$ cat src/rtl/ex_muldiv_sequencer_if.sv
// ex_muldiv_sequencer_if: EX-stage handshake between the pipeline (master) and the multiply/divide unit (slave)
//  Start_EX/Funct3_EX/Operand1_EX/Operand2_EX/Flush_EX : pipeline -> unit request and abort
//  Busy/Stall_Pipeline/Done/Result_Out                  : unit -> pipeline status and result
interface ex_muldiv_sequencer_if #(parameter int XLEN = 32);
  logic            Start_EX;
  logic [2:0]      Funct3_EX;
  logic [XLEN-1:0] Operand1_EX;
  logic [XLEN-1:0] Operand2_EX;
  logic            Flush_EX;
  logic            Busy;
  logic            Stall_Pipeline;
  logic            Done;
  logic [XLEN-1:0] Result_Out;
  modport master (
    output Start_EX, Funct3_EX, Operand1_EX, Operand2_EX, Flush_EX,
    input  Busy, Stall_Pipeline, Done, Result_Out
  );
  modport slave (
    input  Start_EX, Funct3_EX, Operand1_EX, Operand2_EX, Flush_EX,
    output Busy, Stall_Pipeline, Done, Result_Out
  );
endinterface

$ cat src/rtl/ex_muldiv_sequencer.sv
// ex_muldiv_sequencer: iterative RV32M multiply/divide unit, one bit per cycle, IDLE->PREP->RUN->FIXUP
//  clk, rst : clock and synchronous active-high reset
//  mdu      : slave side of ex_muldiv_sequencer_if (request, flush, stall, busy, done, result)
module ex_muldiv_sequencer #(parameter int XLEN = 32) (
  input logic clk,
  input logic rst,
  ex_muldiv_sequencer_if.slave mdu
);
  localparam int CW = $clog2(XLEN);
  localparam logic [XLEN-1:0] MIN = {1'b1, {(XLEN-1){1'b0}}};
  typedef enum logic [1:0] {IDLE, PREP, RUN, FIXUP} state_t;
  state_t state_q, state_d;
  logic [CW-1:0] cnt_q, cnt_d;
  logic [2:0] f3_q, f3_d;
  logic [XLEN-1:0] op1_q, op1_d, op2_q, op2_d, mcand_q, mcand_d, res_q, res_d;
  logic [2*XLEN-1:0] prod_q, prod_d;
  logic [XLEN:0] rem_q, rem_d;
  logic neg_q, neg_d, divz_q, divz_d, ovf_q, ovf_d;
  logic accept, sa, sb, unused_rem_top;
  logic [XLEN-1:0] mag1, mag2, quo_nx, q_fix, r_fix, result_nx;
  logic [XLEN:0] mul_sum, shl, trial, rem_nx;
  logic [2*XLEN-1:0] step, prod_fix;
  assign accept = mdu.Start_EX & ~mdu.Flush_EX & (state_q == IDLE);
  assign sa = op1_q[XLEN-1] & (f3_q == 3'b001 | f3_q == 3'b010 | f3_q == 3'b100 | f3_q == 3'b110);
  assign sb = op2_q[XLEN-1] & (f3_q == 3'b001 | f3_q == 3'b100 | f3_q == 3'b110);
  assign mag1 = sa ? -op1_q : op1_q;
  assign mag2 = sb ? -op2_q : op2_q;
  // Multiply: product register holds {accumulator, remaining multiplier bits}, shifting right.
  assign mul_sum = {1'b0, prod_q[2*XLEN-1:XLEN]} + {1'b0, (prod_q[0] ? mcand_q : {XLEN{1'b0}})};
  // Divide: low half of the product register holds the dividend, shifted out MSB-first into the remainder
  // while quotient bits shift in at the bottom.
  assign shl = {rem_q[XLEN-1:0], prod_q[XLEN-1]};
  assign trial = shl - {1'b0, mcand_q};
  assign rem_nx = trial[XLEN] ? shl : trial;
  assign quo_nx = {prod_q[XLEN-2:0], ~trial[XLEN]};
  assign step = f3_q[2] ? {prod_q[2*XLEN-1:XLEN], quo_nx} : {mul_sum, prod_q[XLEN-1:1]};
  assign unused_rem_top = rem_q[XLEN];
  // Sign correction is applied to the values produced by the final iteration so the result
  // register is loaded on the RUN->FIXUP edge and is valid while Done is high.
  assign prod_fix = neg_q ? -step : step;
  assign q_fix = neg_q ? -quo_nx : quo_nx;
  assign r_fix = neg_q ? -rem_nx[XLEN-1:0] : rem_nx[XLEN-1:0];
  assign result_nx = !f3_q[2] ? (f3_q[1:0] == 2'b00 ? prod_fix[XLEN-1:0] : prod_fix[2*XLEN-1:XLEN]) :
                     divz_q ? (f3_q[1] ? op1_q : {XLEN{1'b1}}) :
                     ovf_q ? (f3_q[1] ? {XLEN{1'b0}} : MIN) :
                     f3_q[1] ? r_fix : q_fix;
  always_comb begin
    state_d = state_q;
    cnt_d = cnt_q;
    f3_d = f3_q;
    op1_d = op1_q;
    op2_d = op2_q;
    mcand_d = mcand_q;
    prod_d = prod_q;
    rem_d = rem_q;
    neg_d = neg_q;
    divz_d = divz_q;
    ovf_d = ovf_q;
    res_d = res_q;
    case (state_q)
      IDLE: if (accept) begin
        state_d = PREP;
        f3_d = mdu.Funct3_EX;
        op1_d = mdu.Operand1_EX;
        op2_d = mdu.Operand2_EX;
      end
      PREP: begin
        state_d = mdu.Flush_EX ? IDLE : RUN;
        cnt_d = CW'(XLEN-1);
        mcand_d = f3_q[2] ? mag2 : mag1;
        prod_d = {{XLEN{1'b0}}, (f3_q[2] ? mag1 : mag2)};
        rem_d = '0;
        neg_d = (f3_q[2] & f3_q[1]) ? sa : sa ^ sb;
        divz_d = f3_q[2] & (op2_q == '0);
        ovf_d = f3_q[2] & ~f3_q[0] & (op1_q == MIN) & (op2_q == '1);
      end
      RUN: begin
        state_d = mdu.Flush_EX ? IDLE : (cnt_q == '0) ? FIXUP : RUN;
        cnt_d = cnt_q - 1'b1;
        prod_d = step;
        rem_d = f3_q[2] ? rem_nx : rem_q;
        res_d = (cnt_q == '0 && !mdu.Flush_EX) ? result_nx : res_q;
      end
      default: state_d = IDLE;
    endcase
  end
  always_ff @(posedge clk) begin
    if (rst) begin
      state_q <= IDLE;
      cnt_q <= '0;
      f3_q <= '0;
      op1_q <= '0;
      op2_q <= '0;
      mcand_q <= '0;
      prod_q <= '0;
      rem_q <= '0;
      neg_q <= 1'b0;
      divz_q <= 1'b0;
      ovf_q <= 1'b0;
      res_q <= '0;
    end else begin
      state_q <= state_d;
      cnt_q <= cnt_d;
      f3_q <= f3_d;
      op1_q <= op1_d;
      op2_q <= op2_d;
      mcand_q <= mcand_d;
      prod_q <= prod_d;
      rem_q <= rem_d;
      neg_q <= neg_d;
      divz_q <= divz_d;
      ovf_q <= ovf_d;
      res_q <= res_d;
    end
  end
  assign mdu.Busy = state_q != IDLE;
  assign mdu.Stall_Pipeline = accept | (state_q == PREP) | (state_q == RUN);
  assign mdu.Done = state_q == FIXUP;
  assign mdu.Result_Out = res_q;
endmodule

$ cat src/flat_wrapper.sv
// flat-port wrapper written by rule: the top's interface ports become plain ports
module ex_muldiv_sequencer_flat 
#(parameter int XLEN = 32)
  (clk, rst, mdu_Start_EX, mdu_Funct3_EX, mdu_Operand1_EX, mdu_Operand2_EX, mdu_Flush_EX, mdu_Busy, mdu_Stall_Pipeline, mdu_Done, mdu_Result_Out);
  ex_muldiv_sequencer_if #(.XLEN(XLEN)) mdu_i ();
  input logic clk;
  input logic rst;
  input wire logic [$bits(mdu_i.Start_EX)-1:0] mdu_Start_EX;
  input wire logic [$bits(mdu_i.Funct3_EX)-1:0] mdu_Funct3_EX;
  input wire logic [$bits(mdu_i.Operand1_EX)-1:0] mdu_Operand1_EX;
  input wire logic [$bits(mdu_i.Operand2_EX)-1:0] mdu_Operand2_EX;
  input wire logic [$bits(mdu_i.Flush_EX)-1:0] mdu_Flush_EX;
  output wire logic [$bits(mdu_i.Busy)-1:0] mdu_Busy;
  output wire logic [$bits(mdu_i.Stall_Pipeline)-1:0] mdu_Stall_Pipeline;
  output wire logic [$bits(mdu_i.Done)-1:0] mdu_Done;
  output wire logic [$bits(mdu_i.Result_Out)-1:0] mdu_Result_Out;
  assign mdu_i.Start_EX = mdu_Start_EX;
  assign mdu_i.Funct3_EX = mdu_Funct3_EX;
  assign mdu_i.Operand1_EX = mdu_Operand1_EX;
  assign mdu_i.Operand2_EX = mdu_Operand2_EX;
  assign mdu_i.Flush_EX = mdu_Flush_EX;
  assign mdu_Busy = mdu_i.Busy;
  assign mdu_Stall_Pipeline = mdu_i.Stall_Pipeline;
  assign mdu_Done = mdu_i.Done;
  assign mdu_Result_Out = mdu_i.Result_Out;
  ex_muldiv_sequencer #(.XLEN(XLEN)) u_core (.clk(clk), .rst(rst), .mdu(mdu_i));
endmodule
$ cat config.mk
export PLATFORM = sky130hd
export DESIGN_NAME = ex_muldiv_sequencer_flat
export DESIGN_NICKNAME = d
export VERILOG_FILES = /design/src/rtl/ex_muldiv_sequencer_if.sv /design/src/rtl/ex_muldiv_sequencer.sv /design/src/flat_wrapper.sv
export SDC_FILE = /design/constraint.sdc
export NUM_CORES = 1
export LEC_CHECK = 0
export CORE_UTILIZATION = 45
export CTS_BUF_LIST = sky130_fd_sc_hd__clkbuf_16
export DETAILED_ROUTE_END_ITERATION = 7
export GPL_TIMING_DRIVEN = 0
export PLACE_DENSITY = 0.73
export SETUP_SLACK_MARGIN = 0.3
export SYNTH_ARGS = -nofsm -noshare
export SYNTH_HDL_FRONTEND = slang
export SYNTH_SLANG_ARGS = --single-unit
$ cat constraint.sdc
create_clock -name clk -period 12.2 [get_ports clk]
set_input_delay 3.05 -clock clk [delete_from_list [all_inputs] [get_ports clk]]
set_output_delay 3.05 -clock clk [all_outputs]
set_load 0.05 [all_outputs]
==> run_results.csv <==
group,metric,value,unit
run_status,status,"complete, no violations",
power,pwr_density_cell,149,nW/µm²
clock_tree,ctsResizeCount,0,
route,wl_met1,41.4,mm
clock_tree,numCtsBuffers,29,
worst_hold_path,hp-class,"flip-flop to flip-flop",
place,gp_congestion,1.14,
clock_tree,clk_latency,610,ps
synthesis,synth_nets,3149,
cells_and_area,area_growth,13.0,%
place,dpl_worst_slack,2950,ps
cells_and_area,layout-drive-gt1-share,5.00,%
setup_path,crit_path_max_fanout,10,
route,drt-wirelength-per-cell,29.2,µm
setup_path,start_kind,"flip-flop",
synthesis,synth_ff_type,"dfxtp_1",
power,p_leak,9.04,nW
synthesis,synth_edf_count,0,
sta,final-hold-violation-count,0,
setup_path,setup.worst_path.end_class,"flip-flop",
sta,fin_skew,25.9,ps
cells_and_area,n_fill_cell,4781,
cells_and_area,utilization,51.4,%
power,ir_drop,0.123,mV
route,met2_length,43.4,mm
setup_path,reg2reg_from,"u_core.f3_q[2]$_SDFFE_PP0P_",
synthesis,synth_top_area_share,22.5,%
clock_tree,cts_root_buffer,"clkbuf_16",
clock_tree,clkSinkCount,237,
synthesis,ys_ff_latch,237,
setup_path,ff2ff_path_depth,24,
cells_and_area,antenna_cells,0,
global_route,grt_usage,45.4,%
synthesis,ys_types,105,
setup_path,cpPeakStageDelay,700,ps
sta,setup_viol,0,
sta,holdWs,455,ps
clock_tree,clock_path_buffers,3,
clock_tree,clk_pin_slew,60,ps
sta,relSlewSlack,8.19,%
global_route,grt_pass1_wl,157,mm
run,cap_violations,0,
setup_path,path_delay_family,"buffers and inverters",
die,die_y,219,µm
setup_path,regToRegEndpoint,"u_core.mdu.Result_Out[20]$_SDFFE_PP0P_",
setup_path,path_cells,"buf_6, buf_2, buf_2, buf_1, clkbuf_1, buf_2, buf_2, buf_1, clkbuf_1, buf_1, mux2i_1, ha_1, inv_1, nor2_1, nand4_1, or2_1, or4b_4, or4b_4, nor3_4, o211ai_2, o21ai_2, xnor2_1, a211oi_1, nor4_1",
die,core-area,46500,µm²
setup_path,critical_path_class,"flip-flop to flip-flop",
route,drtIter0Drc,3709,
synthesis,seq_area_frac_synth,22.5,%
global_route,grt_pass1_vias,22700,
sta,post-route-min-period,9830,ps
setup_path,cp.depth,24,
sta,maxSlewViolCount,0,
route,firstDrtPassIters,6,
route,wirelength,110,mm
synthesis,synth_area_per_cell,7.04,µm²
synthesis,yosys-top-cells-area,"dfxtp_1, nand2_1, nor2_1, a21oi_1, ha_1",
synthesis,syn_area,21100,µm²
setup_path,critPathLaunch,"u_core.f3_q[2]$_SDFFE_PP0P_",
route,wl_met3,14.0,mm
clock_tree,htree_levels,1,
global_route,grt_overflow,0,
cells_and_area,area.sequential,4740,µm²
setup_path,worstPathRequired,12640,ps
sta,period_share,80.6,%
synthesis,ys_warn_count,0,
setup_path,crit_buf_inv,11,
clock_tree,cts_hold_buf,0,
die,die_w,219,µm
die,rows,79,
die,die-area,47800,µm²
route,postRouteAntennaNets,0,
cells_and_area,multi_input_area,15100,µm²
clock_tree,post_cts_buffers,0,
clock_tree,cts_tree,"built",
synthesis,syn_inst,3001,
route,vias,24800,
setup_path,cp.arrival,10270,ps
cells_and_area,finalNetCount,3286,
sta,setup_tns,0,ps
setup_path,critPathSlowestCell,"clkbuf_1",
sta,setup_ws,2370,ps
sta,rsz0062_at_grt,"no",
synthesis,yosysTopAreaCell,"dfxtp_1",
route,vias_per_cell,6.59,
power,power,3.56,mW
global_route,grt_max_degree,15,
place,io_buffers,104,
setup_path,crit_end,"u_core.mdu.Result_Out[20]$_SDFFE_PP0P_",
global_route,antenna_found_initial,3,
sta,max_freq,102,MHz
route,drc_errors,0,
route,routed.top_layer,"met5",
synthesis,async_flop_share,0,%
die,ioPinCount,106,
setup_path,r2r_slack,2370,ps
die,initial_core_util,45.4,%
sta,tightest_slew,1370,ps
place,hpwl,85.8,mm
setup_path,crit_top_cell,"buf_2",
==> routing by layer <==
layer / track usage (%) / up-vias
met5: 0 / -
met2: 63.7 / 1801
met1: 56.5 / 11400
met3: 13.7 / 469
li1: - / 11100
met4: 37.9 / 6
==> synthesized netlist by cell type, drive strengths merged, types with 60 or more instances <==
cell	number
nor2	400
clkbuf	187
xnor2	99
nand2	403
o21ai	190
mux2i	60
a21oi	290
inv	85
nor3	103
ha	75
dfxtp	237
xor2	83
==> per-stage QoR <==
step,std cells,cell area (µm²)
after floorplan,3001,21100
after global placement,3712,22900
after detailed placement,3713,22900
after CTS,3763,23900
after global routing,3764,23900
final,3764,23900
==> cell families (layout without fill, tap and decap cells) <==
group	Yosys count	after routing	share of synthesized area [%]
muxes	95	95	5.49
buffers and inverters	318	474	5.92
adders and majority gates	77	77	4.63
and+or+nand+nor	1199	1199	26.1
xor gates and xnor gates	182	182	7.55
AOI/OAI and AO/OA	893	893	27.9
DFF	237	237	22.5
==> state kept, by name (all words and copies together) (netlist names), 2 cells and up <==
| signal | count |
|---|---|
| u_core.prod_q | 64 |
| u_core.op2_q | 32 |
| u_core.op1_q | 32 |
| u_core.cnt_q | 5 |
| u_core.mcand_q | 32 |
| u_core.f3_q | 3 |
| u_core.rem_q | 32 |
| u_core.state_q | 2 |
| u_core.mdu.Result_Out | 32 |
==> where the power goes <==
part / leakage (nW) / switching (mW) / internal, mW / total, mW
clock network: 0.467 / 0.387 / 0.513 / 0.900
registers: 1.92 / 0.0545 / 0.824 / 0.879
logic: 6.65 / 1.24 / 0.541 / 1.78
total: 9.04 / 1.68 / 1.88 / 3.56
==> tightest hold or removal path: stages, from the launching register on <==
cell	delay [ps]
dfxtp_1	310
nand2_1	50
a21oi_1	50
==> cell type report <==
type | instances | share of cell area, %
multi-input combinational | 2446 | 63.4
buffer | 231 | 3.87
tap | 607 | 3.18
clock buffer | 29 | 3.04
inverter | 87 | 1.37
clock inverter | 21 | 0.870
timing repair buffer | 106 | 4.41
sequential | 237 | 19.9
==> cell usage in the layout, fill, tap and decap left out, types with 23 or more instances in the layout <==
| cell type | netlist | layout |
|---|---|---|
| nand2_1 | 403 | 403 |
| xnor2_1 | 99 | 99 |
| clkbuf_1 | 185 | 185 |
| o211ai_1 | 28 | 28 |
| o31ai_1 | 27 | 27 |
| a21oi_1 | 289 | 289 |
| o21ai_0 | 174 | 174 |
| mux2i_1 | 60 | 60 |
| nand4_1 | 34 | 34 |
| a31oi_1 | 27 | 27 |
| buf_1 | 23 | 23 |
| clkdlybuf4s50_1 | 0 | 104 |
| inv_1 | 81 | 84 |
| nor2_1 | 400 | 400 |
| dfxtp_1 | 237 | 237 |
| nor4_1 | 28 | 28 |
| a22oi_1 | 52 | 52 |
| a21o_1 | 26 | 26 |
| ha_1 | 75 | 75 |
| nand3_1 | 48 | 48 |
| or3_1 | 29 | 29 |
| a211oi_1 | 52 | 52 |
| xor2_1 | 83 | 83 |
| nor3_1 | 101 | 101 |
| clkbuf_16 | 0 | 29 |
==> how the worst min path moves through the flow <==
stage / startpoint / end / slack, ps / cells past startpoint
2_1_floorplan: u_core.cnt_q[4]$_SDFFE_PP0P_ / u_core.cnt_q[4]$_SDFFE_PP0P_ / 450 / 1
3_3_place_gp: u_core.mdu.Result_Out[4]$_SDFFE_PP0P_ / u_core.mdu.Result_Out[4]$_SDFFE_PP0P_ / 440 / 2
3_5_place_dp: u_core.mdu.Result_Out[1]$_SDFFE_PP0P_ / u_core.mdu.Result_Out[1]$_SDFFE_PP0P_ / 450 / 2
4_1_cts: u_core.mdu.Result_Out[1]$_SDFFE_PP0P_ / u_core.mdu.Result_Out[1]$_SDFFE_PP0P_ / 460 / 2
5_1_grt: u_core.mdu.Result_Out[1]$_SDFFE_PP0P_ / u_core.mdu.Result_Out[1]$_SDFFE_PP0P_ / 470 / 2
6_report: u_core.mdu.Result_Out[1]$_SDFFE_PP0P_ / u_core.mdu.Result_Out[1]$_SDFFE_PP0P_ / 460 / 2
Note: power is estimated with default switching activity, not from simulation.
